--- src/rtl/rgb_fade_pkg.sv ---
// Shared types, default widths and the gamma helper for the RGB fade sequencer.
// RGB_FADE_GAMMA_EN selects the gamma-2.0 duty mapping in rgb_pwm_gen.
package rgb_fade_pkg;

  localparam int PWM_WIDTH_DEF  = 12;
  localparam int RATE_WIDTH_DEF = 16;

  typedef enum logic {
    ST_IDLE = 1'b0,
    ST_FADE = 1'b1
  } fade_state_t;

  // (duty*duty) >> width; the full product is kept so nothing is lost before the shift.
  function automatic logic [31:0] gamma_map(input logic [31:0] duty, input int unsigned width);
    logic [63:0] prod;
    prod = {32'd0, duty} * {32'd0, duty};
    return 32'(prod >> width);
  endfunction

endpackage

--- src/rtl/rgb_pwm_gen.sv ---
// Free-running PWM counter, per-channel shadow duties and registered compare outputs.
// With RGB_FADE_GAMMA_EN defined the shadows load a gamma-2.0 mapped duty.
module rgb_pwm_gen
  import rgb_fade_pkg::*;
#(
  parameter int PWM_WIDTH = PWM_WIDTH_DEF
) (
  input  logic                 clk,
  input  logic                 resetn,
  input  logic [PWM_WIDTH-1:0] i_duty_r,
  input  logic [PWM_WIDTH-1:0] i_duty_g,
  input  logic [PWM_WIDTH-1:0] i_duty_b,
  output logic                 o_pwm_r,
  output logic                 o_pwm_g,
  output logic                 o_pwm_b
);

  localparam logic [PWM_WIDTH-1:0] CTR_MAX = {PWM_WIDTH{1'b1}};
  localparam logic [PWM_WIDTH-1:0] CTR_ONE = PWM_WIDTH'(1);

  logic [PWM_WIDTH-1:0] r_ctr;
  logic [PWM_WIDTH-1:0] r_shadow_r, r_shadow_g, r_shadow_b;
  logic [PWM_WIDTH-1:0] w_map_r, w_map_g, w_map_b;
  logic                 w_wrap;

  assign w_wrap = (r_ctr == CTR_MAX);

`ifdef RGB_FADE_GAMMA_EN
  assign w_map_r = PWM_WIDTH'(gamma_map(32'(i_duty_r), PWM_WIDTH));
  assign w_map_g = PWM_WIDTH'(gamma_map(32'(i_duty_g), PWM_WIDTH));
  assign w_map_b = PWM_WIDTH'(gamma_map(32'(i_duty_b), PWM_WIDTH));
`else
  assign w_map_r = i_duty_r;
  assign w_map_g = i_duty_g;
  assign w_map_b = i_duty_b;
`endif

  // Shadows only change at the period boundary so a period never sees two duties.
  always_ff @(posedge clk or negedge resetn) begin
    if (!resetn) begin
      r_ctr      <= {PWM_WIDTH{1'b0}};
      r_shadow_r <= {PWM_WIDTH{1'b0}};
      r_shadow_g <= {PWM_WIDTH{1'b0}};
      r_shadow_b <= {PWM_WIDTH{1'b0}};
      o_pwm_r    <= 1'b0;
      o_pwm_g    <= 1'b0;
      o_pwm_b    <= 1'b0;
    end else begin
      r_ctr   <= r_ctr + CTR_ONE;
      o_pwm_r <= (r_ctr < r_shadow_r);
      o_pwm_g <= (r_ctr < r_shadow_g);
      o_pwm_b <= (r_ctr < r_shadow_b);
      if (w_wrap) begin
        r_shadow_r <= w_map_r;
        r_shadow_g <= w_map_g;
        r_shadow_b <= w_map_b;
      end
    end
  end

endmodule

--- src/rtl/rgb_fade_ctrl.sv ---
// Command-driven RGB fade sequencer: IDLE/FADE FSM, step prescaler and per-channel ramp.
// Optional RGB_FADE_GAMMA_EN enables gamma mapping inside rgb_pwm_gen.
module rgb_fade_ctrl
  import rgb_fade_pkg::*;
#(
  parameter int PWM_WIDTH  = PWM_WIDTH_DEF,
  parameter int RATE_WIDTH = RATE_WIDTH_DEF
) (
  input  logic                  clk,
  input  logic                  resetn,
  input  logic                  cmd_valid,
  output logic                  cmd_ready,
  input  logic [PWM_WIDTH-1:0]  cmd_r,
  input  logic [PWM_WIDTH-1:0]  cmd_g,
  input  logic [PWM_WIDTH-1:0]  cmd_b,
  input  logic [RATE_WIDTH-1:0] cmd_rate,
  input  logic                  abort,
  output logic                  busy,
  output logic                  done,
  output logic                  pwm_r,
  output logic                  pwm_g,
  output logic                  pwm_b
);

  localparam logic [PWM_WIDTH-1:0]  DUTY_ONE = PWM_WIDTH'(1);
  localparam logic [RATE_WIDTH-1:0] RATE_ONE = RATE_WIDTH'(1);

  fade_state_t           r_state, w_state_nxt;
  logic [PWM_WIDTH-1:0]  r_cur_r, r_cur_g, r_cur_b;
  logic [PWM_WIDTH-1:0]  r_tgt_r, r_tgt_g, r_tgt_b;
  logic [RATE_WIDTH-1:0] r_rate, r_presc;
  logic                  r_done;
  logic                  w_accept, w_step, w_dec, w_done_nxt, w_all_eq;

  function automatic logic [PWM_WIDTH-1:0] step_toward(input logic [PWM_WIDTH-1:0] cur,
                                                       input logic [PWM_WIDTH-1:0] tgt);
    if (cur < tgt)      return cur + DUTY_ONE;
    else if (cur > tgt) return cur - DUTY_ONE;
    else                return cur;
  endfunction

  assign w_all_eq  = (r_cur_r == r_tgt_r) && (r_cur_g == r_tgt_g) && (r_cur_b == r_tgt_b);
  assign cmd_ready = (r_state == ST_IDLE);
  assign busy      = (r_state == ST_FADE);
  assign done      = r_done;

  // FSM state register and the registered completion pulse.
  always_ff @(posedge clk or negedge resetn) begin
    if (!resetn) begin
      r_state <= ST_IDLE;
      r_done  <= 1'b0;
    end else begin
      r_state <= w_state_nxt;
      r_done  <= w_done_nxt;
    end
  end

  // Next-state decode; abort outranks completion, completion outranks stepping.
  always_comb begin
    w_state_nxt = r_state;
    w_accept    = 1'b0;
    w_step      = 1'b0;
    w_dec       = 1'b0;
    w_done_nxt  = 1'b0;
    case (r_state)
      ST_IDLE: begin
        if (cmd_valid) begin
          w_state_nxt = ST_FADE;
          w_accept    = 1'b1;
        end else begin
          w_state_nxt = ST_IDLE;
        end
      end
      ST_FADE: begin
        if (abort) begin
          w_state_nxt = ST_IDLE;
        end else if (w_all_eq) begin
          w_state_nxt = ST_IDLE;
          w_done_nxt  = 1'b1;
        end else if (r_presc == {RATE_WIDTH{1'b0}}) begin
          w_step = 1'b1;
        end else begin
          w_dec = 1'b1;
        end
      end
      default: begin
        w_state_nxt = ST_IDLE;
      end
    endcase
  end

  // Command latch, prescaler and duty ramp.
  always_ff @(posedge clk or negedge resetn) begin
    if (!resetn) begin
      r_cur_r <= {PWM_WIDTH{1'b0}};
      r_cur_g <= {PWM_WIDTH{1'b0}};
      r_cur_b <= {PWM_WIDTH{1'b0}};
      r_tgt_r <= {PWM_WIDTH{1'b0}};
      r_tgt_g <= {PWM_WIDTH{1'b0}};
      r_tgt_b <= {PWM_WIDTH{1'b0}};
      r_rate  <= {RATE_WIDTH{1'b0}};
      r_presc <= {RATE_WIDTH{1'b0}};
    end else if (w_accept) begin
      r_tgt_r <= cmd_r;
      r_tgt_g <= cmd_g;
      r_tgt_b <= cmd_b;
      r_rate  <= cmd_rate;
      r_presc <= cmd_rate;
    end else if (w_step) begin
      r_cur_r <= step_toward(r_cur_r, r_tgt_r);
      r_cur_g <= step_toward(r_cur_g, r_tgt_g);
      r_cur_b <= step_toward(r_cur_b, r_tgt_b);
      r_presc <= r_rate;
    end else if (w_dec) begin
      r_presc <= r_presc - RATE_ONE;
    end
  end

  rgb_pwm_gen #(
    .PWM_WIDTH(PWM_WIDTH)
  ) u_pwm (
    .clk      (clk),
    .resetn   (resetn),
    .i_duty_r (r_cur_r),
    .i_duty_g (r_cur_g),
    .i_duty_b (r_cur_b),
    .o_pwm_r  (pwm_r),
    .o_pwm_g  (pwm_g),
    .o_pwm_b  (pwm_b)
  );

endmodule

--- config.mk ---
export PLATFORM = sky130hd
export DESIGN_NAME = rgb_fade_ctrl
export DESIGN_NICKNAME = d
export VERILOG_FILES = /design/src/rtl/rgb_fade_pkg.sv /design/src/rtl/rgb_pwm_gen.sv /design/src/rtl/rgb_fade_ctrl.sv
export SDC_FILE = /design/constraint.sdc
export NUM_CORES = 1
export LEC_CHECK = 0
export ABC_CLOCK_PERIOD_IN_PS = 4800
export BUFFER_PORTS_ARGS = -buffer_cell sky130_fd_sc_hd__buf_4
export CAP_MARGIN = 20
export CORE_ASPECT_RATIO = 1.75
export CORE_MARGIN = 5
export CORE_UTILIZATION = 40
export DETAILED_ROUTE_END_ITERATION = 8
export PLACE_DENSITY = 0.57
export SLEW_MARGIN = 20
export SYNTH_ARGS = -nofsm -noshare
export SYNTH_HDL_FRONTEND = slang
export SYNTH_SLANG_ARGS = --single-unit
export TNS_END_PERCENT = 50
--- constraint.sdc ---
create_clock -name clk -period 4.8 [get_ports clk]
set_input_delay 0.48 -clock clk [delete_from_list [all_inputs] [get_ports clk]]
set_output_delay 0.48 -clock clk [all_outputs]
set_load 0.01 [all_outputs]
==> results.yml <==
timing:
  clock_skew_ns: 0.008042
  hold_slack_ns: 0.02012
  finalCritPeriodShare: 0.8060
  drv_slew: 0
  relSlewSlack: 0.3181
  layout_min_cycle_time_ns: 3.869
  rsz0062_at_grt: "false"
  setup_viol: 0
  fmax_mhz: 258.5
  final.setup.tns_ns: 0
  postLayoutSetupSlackWorst_ns: 0.9310
  hold_viol: 0
  tightest_slew_ns: 1.021
die:
  die_w_um: 125.5
  fp-row-count: 74
  io_pins: 62
  start_util: 0.4032
  dieArea_um2: 26610
  fp.dieH_um: 212.1
  fp.coreArea_um2: 23150
global_route:
  overflow: 0
  grt_pass1_wl_um: 36540
  grt_pass1_vias: 7290
  grt_antenna_before_repair: 0
  grt_max_degree: 60
  grt_use_total: 0.1704
finish:
  layout-drive-gt1-share: 0.1509
  area_delta_synth_final_pct: 15.24
  nets: 1203
  stdcell_area_um2: 10760
  antenna_cells: 0
power:
  power_mw: 3.415
  peakVddDrop_mv: 0.2418
  power.leakage_nw: 5.255
  p_per_area_nw_per_um2: 317.4
yosys:
  yosys-top-cells-area: "dfrtp_1 42%, ha_1 14%, nand2_1 5.8%"
  synth.avg_cell_area_um2: 9.524
  yosys_register_bits: 157
  synthesis.nets: 1141
  synth_cell_type_count: 63
  async_flop_share: 1.000
  synth_top_cell_area_share: 0.4209
  synth-seq-area-share: 0.4209
  synthFlopType: "dfrtp_1"
  ys_warn_count: 0
  synth_cells: 980
  syn-cell-area_um2: 9334
  yosysTopAreaCell: "dfrtp_1"
  synth_edf_count: 0
clocking:
  cts_tree: "yes"
  postCtsHoldBufs: 0
  cts_resized: 0
  cts.path.max_buffers: 2
  h-tree-depth: 4
  cts_root_buf: "clkbuf_16"
  clk-insertion-delay-late_ns: 0.43
  clock_sinks: 157
  path_clk_slew_ns: 0.07
  postCtsSetupRepairBufs: 0
  cts_buffers: 17
drt:
  wl_um: 21690
  firstDrtPassIters: 4
  wl_per_cell_um: 15.97
  drc: 0
  vias: 7097
  ant_nets: 0
  drtIter0Drc: 243
  viasPerCell: 5.226
setup_path:
  crit_buf_inv: 0
  cpLargestDelayFamily: "compound AO/OA/AOI/OAI gates"
  cp_data_arrival_time_ns: 4.18
  crit_fanout: 12
  path_common_cell: "a21oi_1"
  path_class: "reg -> reg"
  critPathSlowestCell: "fa_1"
  worstSetupStartpointType: "register"
  path_cells: "ha_1 -> a21oi_1 -> o21ai_0 -> a221o_1 -> a21o_1 -> fa_1 -> a21o_1 -> a21oi_1 -> a2bb2oi_1 -> a21oi_1 -> and4b_1 -> a311o_1 -> mux2_1"
  max_stage_delay_ns: 0.47
  worstPathRequired_ns: 5.11
  worst_setup_path_end_kind: "register"
placed_design:
  dp_worst_setup_slack_ns: 0.9401
  place_area_um2: 10150
  gp_congestion: 0.8530
  io_buffers: 61
  post-dp-hpwl_um: 16520
outcome:
  outcome: "completed"
job:
  max_cap_viol_count: 0
min_path:
  hold_path.class: "in -> async"
path summary, 6_finish.rpt:
kind | from | endpoint | slack, ns | cells after the start
hold / removal | resetn | r_tgt_b[5] | 0.02 | 1
hold reg to reg | r_rate[11] | r_rate[11] | 0.47 | 2
min in group clk | cmd_r[0] | r_tgt_r[0] | 0.25 | 3
setup reg to reg | r_cur_g[7] | r_cur_g[10] | 0.93 | 13
setup / recovery | r_cur_g[7] | r_cur_g[10] | 0.93 | 13
max in group asynchronous | resetn | r_cur_r[4] | 3.60 | 2
worst register-to-register path: cells and delay by family (launching register included):
kind | cells | cell delay [ns]
adders and majority gates | 2 | 0.81
DFF | 1 | 0.41
AOI/OAI and AO/OA | 9 | 2.08
muxes | 1 | 0.27
and+or+nand+nor | 1 | 0.19
sequential cells by signal, summed over array words and instances (netlist names):
name and flops:
u_pwm.o_pwm_g 1, u_pwm.o_pwm_b 1, u_pwm.o_pwm_r 1, r_tgt_b 12
r_cur_g 12, done 1, r_rate 16, u_pwm.r_shadow_r 12
u_pwm.r_shadow_g 12, r_cur_r 12, r_presc 16, r_tgt_r 12
u_pwm.r_ctr 12, r_tgt_g 12, busy 1, r_cur_b 12
u_pwm.r_shadow_b 12
per-stage QoR:
step,utilization,std cells
after floorplan,-,980
after global routing,0.4647,1358
final,0.4647,1358
after global placement,0.4384,1326
after detailed placement,0.4384,1326
after CTS,0.4638,1357
layout make-up:
| class | count | area [um2] |
|---|---|---|
| Tap cell | 304 | 380.4 |
| Sequential cell | 157 | 3929 |
| Fill cell | 2262 | 12390 |
| Timing Repair Buffer | 71 | 561.8 |
| Clock buffer | 19 | 442.9 |
| Multi-Input combinational cell | 711 | 4981 |
| Clock inverter | 12 | 146.4 |
| Inverter | 84 | 315.3 |
cells in the mapped netlist, types with 13 or more instances:
| master | instances |
|---|---|
| dfrtp_1 | 157 |
| nand2_1 | 144 |
| ha_1 | 102 |
| inv_1 | 84 |
| o21ai_0 | 72 |
| a21oi_1 | 52 |
| nor2_1 | 45 |
| mux2_2 | 42 |
| xnor2_1 | 25 |
| o21ai_1 | 23 |
| clkbuf_1 | 20 |
| xor2_1 | 18 |
| nand3_1 | 17 |
| a21o_1 | 16 |
| nand4_1 | 13 |
| nor3_1 | 13 |
cells in the final DEF (no fill, tap or decap), types with 12 or more instances in the layout:
cell type  Yosys  layout
o21ai_0       72      72
xnor2_1       25      25
nor3_1        13      13
nand4_1       13      13
buf_4          3      68
inv_1         84      84
ha_1         102     102
a21o_1        16      16
clkbuf_16      0      17
xor2_1        18      18
a21oi_1       52      52
nand3_1       17      16
dfrtp_1      157     157
mux2_2        42      42
nor2_1        45      45
nand2b_1      12      12
a211oi_1      12      12
o21ai_1       23      23
nand2_1      144     144
power by group:
| group | internal, mW | switching [mW] |
|---|---|---|
| Clock | 0.825 | 0.551 |
| Sequential | 1.45 | 0.0981 |
| Combinational | 0.196 | 0.291 |
metal layers:
layer  global-route usage  wire, um  up-vias
li1                     -         -     3551
met4              0.06961       700        0
met5                    0         0        -
met1               0.1903      8577     3386
met2               0.3198     11780      121
met3              0.02715       631       39
kinds of logic after synthesis:
logic type                 count (synthesis)  share of synthesized area
and+or+nand+nor                          282                     0.1412
adders and majority gates                105                     0.1432
xor gates and xnor gates                  43                    0.04035
muxes                                     46                    0.05536
DFF                                      157                     0.4209
AOI/OAI and AO/OA                        235                     0.1523
buffers and inverters                    112                    0.04678
(Power assumes the default switching activity.)
